$ cat src/rtl/video_timing_scheduler.sv
// Frame-level HDMI timing scheduler: sequences back porch / active / front porch / sync
// per line and per frame, with mode changes staged in a pending slot and applied at frame wrap.
module video_timing_scheduler #(
   parameter int unsigned W         = 12,
   parameter logic        HSYNC_POL = 1'b1,
   parameter logic        VSYNC_POL = 1'b1
) (
   input  logic         clock_50,
   input  logic         reset_n,
   input  logic         enable,
   input  logic         cfg_valid,
   output logic         cfg_ready,
   input  logic [W-1:0] cfg_h_bp,
   input  logic [W-1:0] cfg_h_active,
   input  logic [W-1:0] cfg_h_fp,
   input  logic [W-1:0] cfg_h_sync,
   input  logic [W-1:0] cfg_v_bp,
   input  logic [W-1:0] cfg_v_active,
   input  logic [W-1:0] cfg_v_fp,
   input  logic [W-1:0] cfg_v_sync,
   output logic         cfg_error,
   output logic         hsync,
   output logic         vsync,
   output logic         de,
   output logic [W-1:0] pixel_x,
   output logic [W-1:0] pixel_y,
   output logic         line_start,
   output logic         frame_start,
   output logic         busy
);
   localparam int TW = W + 2;

   typedef enum logic [1:0] {ST_IDLE, ST_RUN, ST_DRAIN} state_t;

   typedef struct packed {
      logic [W-1:0] h_bp;
      logic [W-1:0] h_act;
      logic [W-1:0] h_fp;
      logic [W-1:0] h_sync;
      logic [W-1:0] v_bp;
      logic [W-1:0] v_act;
      logic [W-1:0] v_fp;
      logic [W-1:0] v_sync;
   } cfg_t;

   function automatic logic [TW-1:0] total4(input logic [W-1:0] a, input logic [W-1:0] b,
                                            input logic [W-1:0] c, input logic [W-1:0] d);
      return {2'b00, a} + {2'b00, b} + {2'b00, c} + {2'b00, d};
   endfunction

   state_t        r_state, w_state_next;
   cfg_t          r_act, r_pend, w_cfg_in, w_use;
   logic          r_act_valid, r_pend_valid;
   logic [W-1:0]  r_h_cnt, r_v_cnt, w_h_next, w_v_next;
   logic          r_cfg_ready, r_cfg_error, r_hsync, r_vsync, r_de;
   logic          r_line_start, r_frame_start, r_busy;
   logic [W-1:0]  r_pixel_x, r_pixel_y;

   logic [TW-1:0] w_h_tot_in, w_v_tot_in, w_h_tot_act, w_v_tot_act;
   logic [TW-1:0] w_h_tot_use, w_v_tot_use, w_hn, w_vn;
   logic          w_cfg_ok, w_hs, w_accept, w_reject, w_copy;
   logic          w_h_last, w_v_last, w_wrap, w_advance, w_run_next;
   logic          w_h_act_n, w_v_act_n, w_de_n, w_hs_on, w_vs_on;

   assign w_cfg_in = '{h_bp: cfg_h_bp, h_act: cfg_h_active, h_fp: cfg_h_fp, h_sync: cfg_h_sync,
                       v_bp: cfg_v_bp, v_act: cfg_v_active, v_fp: cfg_v_fp, v_sync: cfg_v_sync};

   // Totals are summed wide enough that four maximal fields cannot wrap into a legal value.
   assign w_h_tot_in = total4(cfg_h_bp, cfg_h_active, cfg_h_fp, cfg_h_sync);
   assign w_v_tot_in = total4(cfg_v_bp, cfg_v_active, cfg_v_fp, cfg_v_sync);
   assign w_cfg_ok   = (cfg_h_bp != '0) && (cfg_h_active != '0) && (cfg_h_fp != '0) &&
                       (cfg_h_sync != '0) && (cfg_v_bp != '0) && (cfg_v_active != '0) &&
                       (cfg_v_fp != '0) && (cfg_v_sync != '0) &&
                       (w_h_tot_in < (TW'(1) << W)) && (w_v_tot_in < (TW'(1) << W));
   assign w_hs       = cfg_valid && r_cfg_ready;
   assign w_accept   = w_hs && w_cfg_ok;
   assign w_reject   = w_hs && !w_cfg_ok;

   assign w_h_tot_act = total4(r_act.h_bp, r_act.h_act, r_act.h_fp, r_act.h_sync);
   assign w_v_tot_act = total4(r_act.v_bp, r_act.v_act, r_act.v_fp, r_act.v_sync);
   assign w_h_last    = ({2'b00, r_h_cnt} + TW'(1)) == w_h_tot_act;
   assign w_v_last    = ({2'b00, r_v_cnt} + TW'(1)) == w_v_tot_act;
   assign w_wrap      = (r_state != ST_IDLE) && w_h_last && w_v_last;
   assign w_copy      = r_pend_valid && ((r_state == ST_IDLE) || w_wrap);

   always_comb begin
      w_state_next = r_state;
      w_advance    = 1'b0;
      case (r_state)
         ST_IDLE: begin
            if (enable && (r_act_valid || r_pend_valid)) w_state_next = ST_RUN;
         end
         ST_RUN: begin
            w_advance = 1'b1;
            if (!enable) w_state_next = w_wrap ? ST_IDLE : ST_DRAIN;
         end
         ST_DRAIN: begin
            w_advance = 1'b1;
            if (enable)      w_state_next = ST_RUN;
            else if (w_wrap) w_state_next = ST_IDLE;
         end
         default: w_state_next = ST_IDLE;
      endcase
   end

   assign w_run_next = (w_state_next != ST_IDLE);

   always_comb begin
      w_h_next = '0;
      w_v_next = '0;
      if (w_advance && w_run_next) begin
         w_h_next = w_h_last ? '0 : r_h_cnt + W'(1);
         if (w_h_last) w_v_next = w_v_last ? '0 : r_v_cnt + W'(1);
         else          w_v_next = r_v_cnt;
      end
   end

   // Outputs describe the next (h,v) under whichever mode will be active after this edge.
   assign w_use       = w_copy ? r_pend : r_act;
   assign w_h_tot_use = total4(w_use.h_bp, w_use.h_act, w_use.h_fp, w_use.h_sync);
   assign w_v_tot_use = total4(w_use.v_bp, w_use.v_act, w_use.v_fp, w_use.v_sync);
   assign w_hn        = {2'b00, w_h_next};
   assign w_vn        = {2'b00, w_v_next};
   assign w_h_act_n   = (w_hn >= {2'b00, w_use.h_bp}) &&
                        (w_hn < ({2'b00, w_use.h_bp} + {2'b00, w_use.h_act}));
   assign w_v_act_n   = (w_vn >= {2'b00, w_use.v_bp}) &&
                        (w_vn < ({2'b00, w_use.v_bp} + {2'b00, w_use.v_act}));
   assign w_de_n      = w_run_next && w_h_act_n && w_v_act_n;
   assign w_hs_on     = w_run_next && (w_hn >= (w_h_tot_use - {2'b00, w_use.h_sync}));
   assign w_vs_on     = w_run_next && (w_vn >= (w_v_tot_use - {2'b00, w_use.v_sync}));

   always_ff @(posedge clock_50 or negedge reset_n) begin
      if (!reset_n) begin
         r_state       <= ST_IDLE;
         r_h_cnt       <= '0;
         r_v_cnt       <= '0;
         r_act         <= '0;
         r_pend        <= '0;
         r_act_valid   <= 1'b0;
         r_pend_valid  <= 1'b0;
         r_cfg_ready   <= 1'b1;
         r_cfg_error   <= 1'b0;
         r_hsync       <= ~HSYNC_POL;
         r_vsync       <= ~VSYNC_POL;
         r_de          <= 1'b0;
         r_pixel_x     <= '0;
         r_pixel_y     <= '0;
         r_line_start  <= 1'b0;
         r_frame_start <= 1'b0;
         r_busy        <= 1'b0;
      end else begin
         r_state       <= w_state_next;
         r_h_cnt       <= w_h_next;
         r_v_cnt       <= w_v_next;
         r_cfg_error   <= w_reject;
         r_hsync       <= w_hs_on ? HSYNC_POL : ~HSYNC_POL;
         r_vsync       <= w_vs_on ? VSYNC_POL : ~VSYNC_POL;
         r_de          <= w_de_n;
         r_pixel_x     <= w_de_n ? (w_h_next - w_use.h_bp) : '0;
         r_pixel_y     <= w_de_n ? (w_v_next - w_use.v_bp) : '0;
         r_line_start  <= w_run_next && (w_h_next == '0);
         r_frame_start <= w_run_next && (w_h_next == '0) && (w_v_next == '0);
         r_busy        <= w_run_next;
         // Copy and accept never coincide: a handshake needs an empty pending slot.
         if (w_copy) begin
            r_act        <= r_pend;
            r_act_valid  <= 1'b1;
            r_pend_valid <= 1'b0;
            r_cfg_ready  <= 1'b1;
         end else if (w_accept) begin
            r_pend       <= w_cfg_in;
            r_pend_valid <= 1'b1;
            r_cfg_ready  <= 1'b0;
         end
      end
   end

   assign cfg_ready   = r_cfg_ready;
   assign cfg_error   = r_cfg_error;
   assign hsync       = r_hsync;
   assign vsync       = r_vsync;
   assign de          = r_de;
   assign pixel_x     = r_pixel_x;
   assign pixel_y     = r_pixel_y;
   assign line_start  = r_line_start;
   assign frame_start = r_frame_start;
   assign busy        = r_busy;

endmodule

$ cat config.mk
export PLATFORM = sky130hd
export DESIGN_NAME = video_timing_scheduler
export DESIGN_NICKNAME = d
export VERILOG_FILES = /design/src/rtl/video_timing_scheduler.sv
export SDC_FILE = /design/constraint.sdc
export NUM_CORES = 1
export LEC_CHECK = 0
export CORE_MARGIN = 2
export CORE_UTILIZATION = 47
export CTS_CLUSTER_DIAMETER = 150
export CTS_CLUSTER_SIZE = 30
export DETAILED_ROUTE_END_ITERATION = 16
export PLACE_DENSITY_LB_ADDON = 0.1
export SYNTH_ARGS = -nofsm -noshare
export SYNTH_HDL_FRONTEND = slang
export SYNTH_SLANG_ARGS = --single-unit
export TNS_END_PERCENT = 5
$ cat constraint.sdc
create_clock -name clock_50 -period 13.7 [get_ports clock_50]
set_input_delay 1.37 -clock clock_50 [delete_from_list [all_inputs] [get_ports clock_50]]
set_output_delay 1.37 -clock clock_50 [all_outputs]
set_load 0.05 [all_outputs]
# Yosys cells after proc, flatten, opt, wreduce, memory -nomap -nowiden
# Cells that the tools add are included.
# totals
reg_bits	252
output_inout_bits	32
elab_cells	135
# op_classes
add_sub_neg	26
n_lt_le_gt_ge	8
n_eq_ne	4
muxes	21
bitwise	1
reduce_logical	44
# ops
operator	count
$add A14 B12 Y14	8
$mux W96	1
$reduce_bool A12 Y1	8
$mux W12	7
$add A12 B12 Y13	6
$add A13 B12 Y14	4
$eq A13 B14 Y1	2
$ge A12 B14 Y1	2
$lt A14 B13 Y1 const B	2
$sub A14 B12 Y14	2
$add A12 B1 Y13 const B	2
$lt A12 B13 Y1	2
$logic_and A1 B1 Y1	25
$add A12 B1 Y12 const B	2
$ge A12 B12 Y1	2
$logic_not A12 Y1	2
$sub A12 B12 Y12	2
$mux W2	5
$mux W1	7
$pmux W2 S3	1
$reduce_bool A2 Y1	3
$eq A2 B1 Y1 const B	1
$eq A2 B2 Y1 const B	1
$logic_not A2 Y1	1
5 further kinds	6

# Depth between registers and ports, before layout
# depth
word_depth	17
depth_mapped	46
ltp_nobuf	42

# Least setup slack after synthesis
# Ideal clock, no wire load.
# synth_path
path_kind	register to register
from	register (tool-made name)
to	register r_vsync (netlist: vsync)
arrival_time_ns	9.295
required_time_ns	13.606
setup_slack_ns	4.311
stages_incl_launch_ff	38
n_path_buf	3
path_cell_list	dfrtp_1 > fa_1 > fa_1 > ha_1 > inv_1 > fa_1 > xor2_1 > xnor2_1 > xnor2_1 > or4_1 > or4_1 > nor4_4 > a31oi_1 > nor2_1 > clkbuf_1 > clkbuf_1 > buf_1 > nand2_1 > [... 2 more ...] > a21o_1 > maj3_1 > o21ai_1 > o2bb2a_1 > o41ai_4 > mux2i_1 > a2111oi_2 > fa_1 > inv_1 > ha_1 > a21boi_0 > o21ai_0 > nand2_1 > xnor2_1 > ha_1 > o22ai_1 > a311o_1 > a211oi_1
# synth_rtl
item	line_no	source
end signal: assignment	144	r_vsync <= ~VSYNC_POL;
end signal: assignment	157	r_vsync <= w_vs_on ? VSYNC_POL : ~VSYNC_POL;
end: declaration	55	logic r_cfg_ready, r_cfg_error, r_hsync, r_vsync, r_de;

==> impl_results.md <==
* Wire length after detailed routing at 51.52 mm
* Maximum buffer depth of the clock tree at 3
* Most common cell on crit path: fa_1
* Core region area at 40650 µm²
* Most frequent cells after synthesis: nand2_1, dfrtp_1, inv_1
* Post-synthesis cell area at 19270 µm²
* Slew @ Worst Pin at 899.1 ps
* Worst hold start: r_pend[4]$_DFFE_PN0P_
* Net count of the finished layout at 2422
* Routed length per placed instance at 20.08 µm
* Clock tree root buffer cell: clkbuf_16
* Combinational share of power at 0.650
* H-tree depth reported by CTS at 1
* Library cells used by synthesis at 87
* Die boundary height at 206.5 µm
* Count of state elements after synthesis at 252
* Number of buffers created by CTS at 12
* Setup tns final at 0 ps
* First-pass GRT wire length at 80.94 mm
* Flop-to-flop setup slack at 3210 ps
* Family of cells with the greatest summed delay on the critical path: adder cells
* Slew headroom at 0.4006
* Startpoint of the most critical register-to-register path: r_act[13]$_DFF_PN0_
* Std-Cell Rows at 74
* Worst min-delay path category: flip-flop to flip-flop
* Antenna cell count at 0
* Routed Antenna Nets at 0
* Detailed router's first-iteration violation count at 934
* Final setup vio count at 0
* Post-route minimum period at 10490 ps
* Number of vias after detailed routing at 14350
* Final HPWL from detailed placement at 42.01 mm
* Top FF cell, synth: dfrtp_1
* Endpoint type of the worst setup path: flip-flop
* Area fraction of the dominant cell type after synthesis at 0.3259
* Fraction of power spent switching nets at 0.4601
* Cell depth of the worst min-delay path at 2
* Fin. max-slew vios at 0
* Crit Path Category: flip-flop to flip-flop
* Met2 routing resource usage after global routing at 0.3435
* Total congestion overflow at 0
* Worst r2r dst: hsync$_DFF_PN0_
* Synthesis-to-layout area growth at 11.64%
* Met3 track demand over resource at 0.01813
* Post-CTS clock slew at the launch and capture registers of the worst setup and hold paths at 140 ps
* Number of port buffers at 131
* CP peak stage delay at 690 ps
* Unrepaired setup endpoints after global routing: no
* Share of the yosys chip area belonging to registers at 0.3273
* Period utilization at 0.7660
* Post-Synthesis Mean Instance Area at 10.04 µm²
* Power share of the clock group at 0.097
* Aggregate global-route resource usage at 0.2476
* Number of hold violations in the final report at 0
* Initial standard-cell utilization of the core at 0.4741
* Buffer and inverter count on the worst path at 3
* Fraction of final layout cells with drive strength greater than 1 at 0.08067
* EDFF count, synth at 0
* Setup bufs post-CTS at 0
* Internal power at 0.002420 W
* Drt drc at 0
* Run status: finished clean
* Clock tree from TritonCTS: yes
* Most frequent cell after synthesis: nand2_1
* Worst voltage drop across the vdd grid at 0.0001039 V
* Maximum net fanout on the critical path at 75
* Hold bufs inserted after CTS at 0
* Met1 Use GR at 0.4133
* Die width at 206.5 µm
* Number of clock sinks seen by CTS at 252
* Register share of total power at 0.253
* Net switching power at 0.002063 W
* Leakage power figure at 10.67 nW
* Minimum hold slack at 444.5 ps
* Fill cell instance count of the final layout at 3709
* Cell types occupying the most area after synthesis: dfrtp_1, fa_1, ha_1
* FFs w/ async S/R, synth at 1.000
* Worst-Skew Late Latency at 520 ps
* Syn Inst Count at 1919
* Top Usage Layer GRT: met1
* Total I/O pin count at 132
* Mapped Nets at 2312
* Slowest cell on the critical path: buf_4
* Initial antenna violation count at 0
* Post-synthesis cell type with the largest combined area: dfrtp_1
* Routed vias/inst at 5.595
* Required arrival time at the worst endpoint at 14100 ps
* Max cap viols at 0
* Warning count from the yosys run at 0
* Startpoint class of the critical path: flip-flop
* Number of resized instances in the post-cts repair step at 0
* Pwr Density at 208.3 nW/µm²
* Number of cells traversed by the worst register-to-register path at 40
* Largest clock skew in the final design at 46.29 ps
* Detailed Routing Iterations Pass 1 at 5
* Die area at 42640 µm²
* Timing-limited maximum frequency at 0.09530 GHz
* Via count of the first global-routing pass at 14220
* Tot Pwr at 0.004482 W
* Largest net degree at the start of global routing at 76
* Critical path arrival at 10900 ps
* Final weighted congestion of routability-driven global placement at 0.9205
## metrics by stage
stage	util	setup slack [ps]	cells	area, µm²
final	0.5293	3206	2565	21510
after floorplan	-	4311	1919	19270
after global placement	0.5204	3447	2547	21150
after CTS	0.5293	3222	2565	21510
after global routing	0.5293	2185	2565	21510
after detailed placement	0.5204	3223	2547	21150
## power by group through the flow
stage | Sequential (W) | Combinational [W] | Clock (W)
global route | 0.00116 | 0.00330 | 0.000474
CTS | 0.00113 | 0.00291 | 0.000451
global placement | 0.00114 | 0.00283 | 0
finish | 0.00113 | 0.00291 | 0.000436
detailed placement | 0.00114 | 0.00288 | 0
floorplan | 0.00110 | 0.00214 | 0
## placed cells by master (no fill, tap or decap), types with 67 or more instances in the layout
cell type	n
nor2_1	67
fa_1	122
inv_1	183
ha_1	171
dfrtp_1	251
o21ai_0	77
clkdlybuf4s50_1	130
mux2_2	96
a21oi_1	77
nand2_1	272
## sequential cells by signal, indices dropped and copies added, names as in the netlist, named ones only
| register | flops |
|---|---|
| busy | 1 |
| cfg_error | 1 |
| cfg_ready | 1 |
| de | 1 |
| frame_start | 1 |
| hsync | 1 |
| line_start | 1 |
| pixel_x | 12 |
| pixel_y | 12 |
| r_act | 74 |
| r_act_valid | 1 |
| r_h_cnt | 12 |
| r_pend | 96 |
| r_pend_valid | 1 |
| r_state | 2 |
| r_v_cnt | 12 |
| vsync | 1 |
## worst register-to-register path, delay by kind of cell (launching register included)
family / cells / cell delay (ps)
AO/OA/AOI/OAI: 14 / 2700
XOR/XNOR: 3 / 460
adder cells (fa/ha/maj): 8 / 3210
buffers and inverters: 3 / 810
flip-flops: 1 / 430
AND/OR/NAND/NOR: 12 / 2780
## worst max path at each step
stage               slack, ps               to  depth (start not counted)           startpoint
finish                   3210  hsync$_DFF_PN0_                         40  r_act[13]$_DFF_PN0_
global route             2180  hsync$_DFF_PN0_                         40  r_act[13]$_DFF_PN0_
CTS                      3220  hsync$_DFF_PN0_                         38  r_act[13]$_DFF_PN0_
detailed placement       3220  hsync$_DFF_PN0_                         38            flip-flop
global placement         3450  hsync$_DFF_PN0_                         38            flip-flop
floorplan                4310  vsync$_DFF_PN0_                         37            flip-flop
## cell families (layout without fill, tap and decap cells)
family / count (synthesis) / after routing / share of synthesized area
AND/OR/NAND/NOR: 585 / 585 / 0.1530
AO/OA/AOI/OAI: 325 / 325 / 0.1099
adder cells (fa/ha/maj): 298 / 298 / 0.2404
flip-flops: 252 / 252 / 0.3273
buffers and inverters: 232 / 346 / 0.04720
multiplexers: 123 / 123 / 0.07012
XOR/XNOR: 104 / 104 / 0.05214
## metal layers
metal  vias to the layer above  share of wire
li1                       6868              -
met1                      6990           0.53
met2                       440           0.40
met3                        54          0.051
met4                         0          0.020
met5                         -              0
## area by class of cell
cell class              instances  area, µm²  share of cell area
multi-input cells            1435      12070              0.5612
inverters                     184      693.2             0.03222
clock inverters                 2      23.77            0.001105
clock buffers                  16      336.6             0.01564
repair buffers                144       1414             0.06572
well taps                     532      665.6             0.03094
flip-flops and latches        252       6307              0.2932
(Power assumes the default switching activity.)
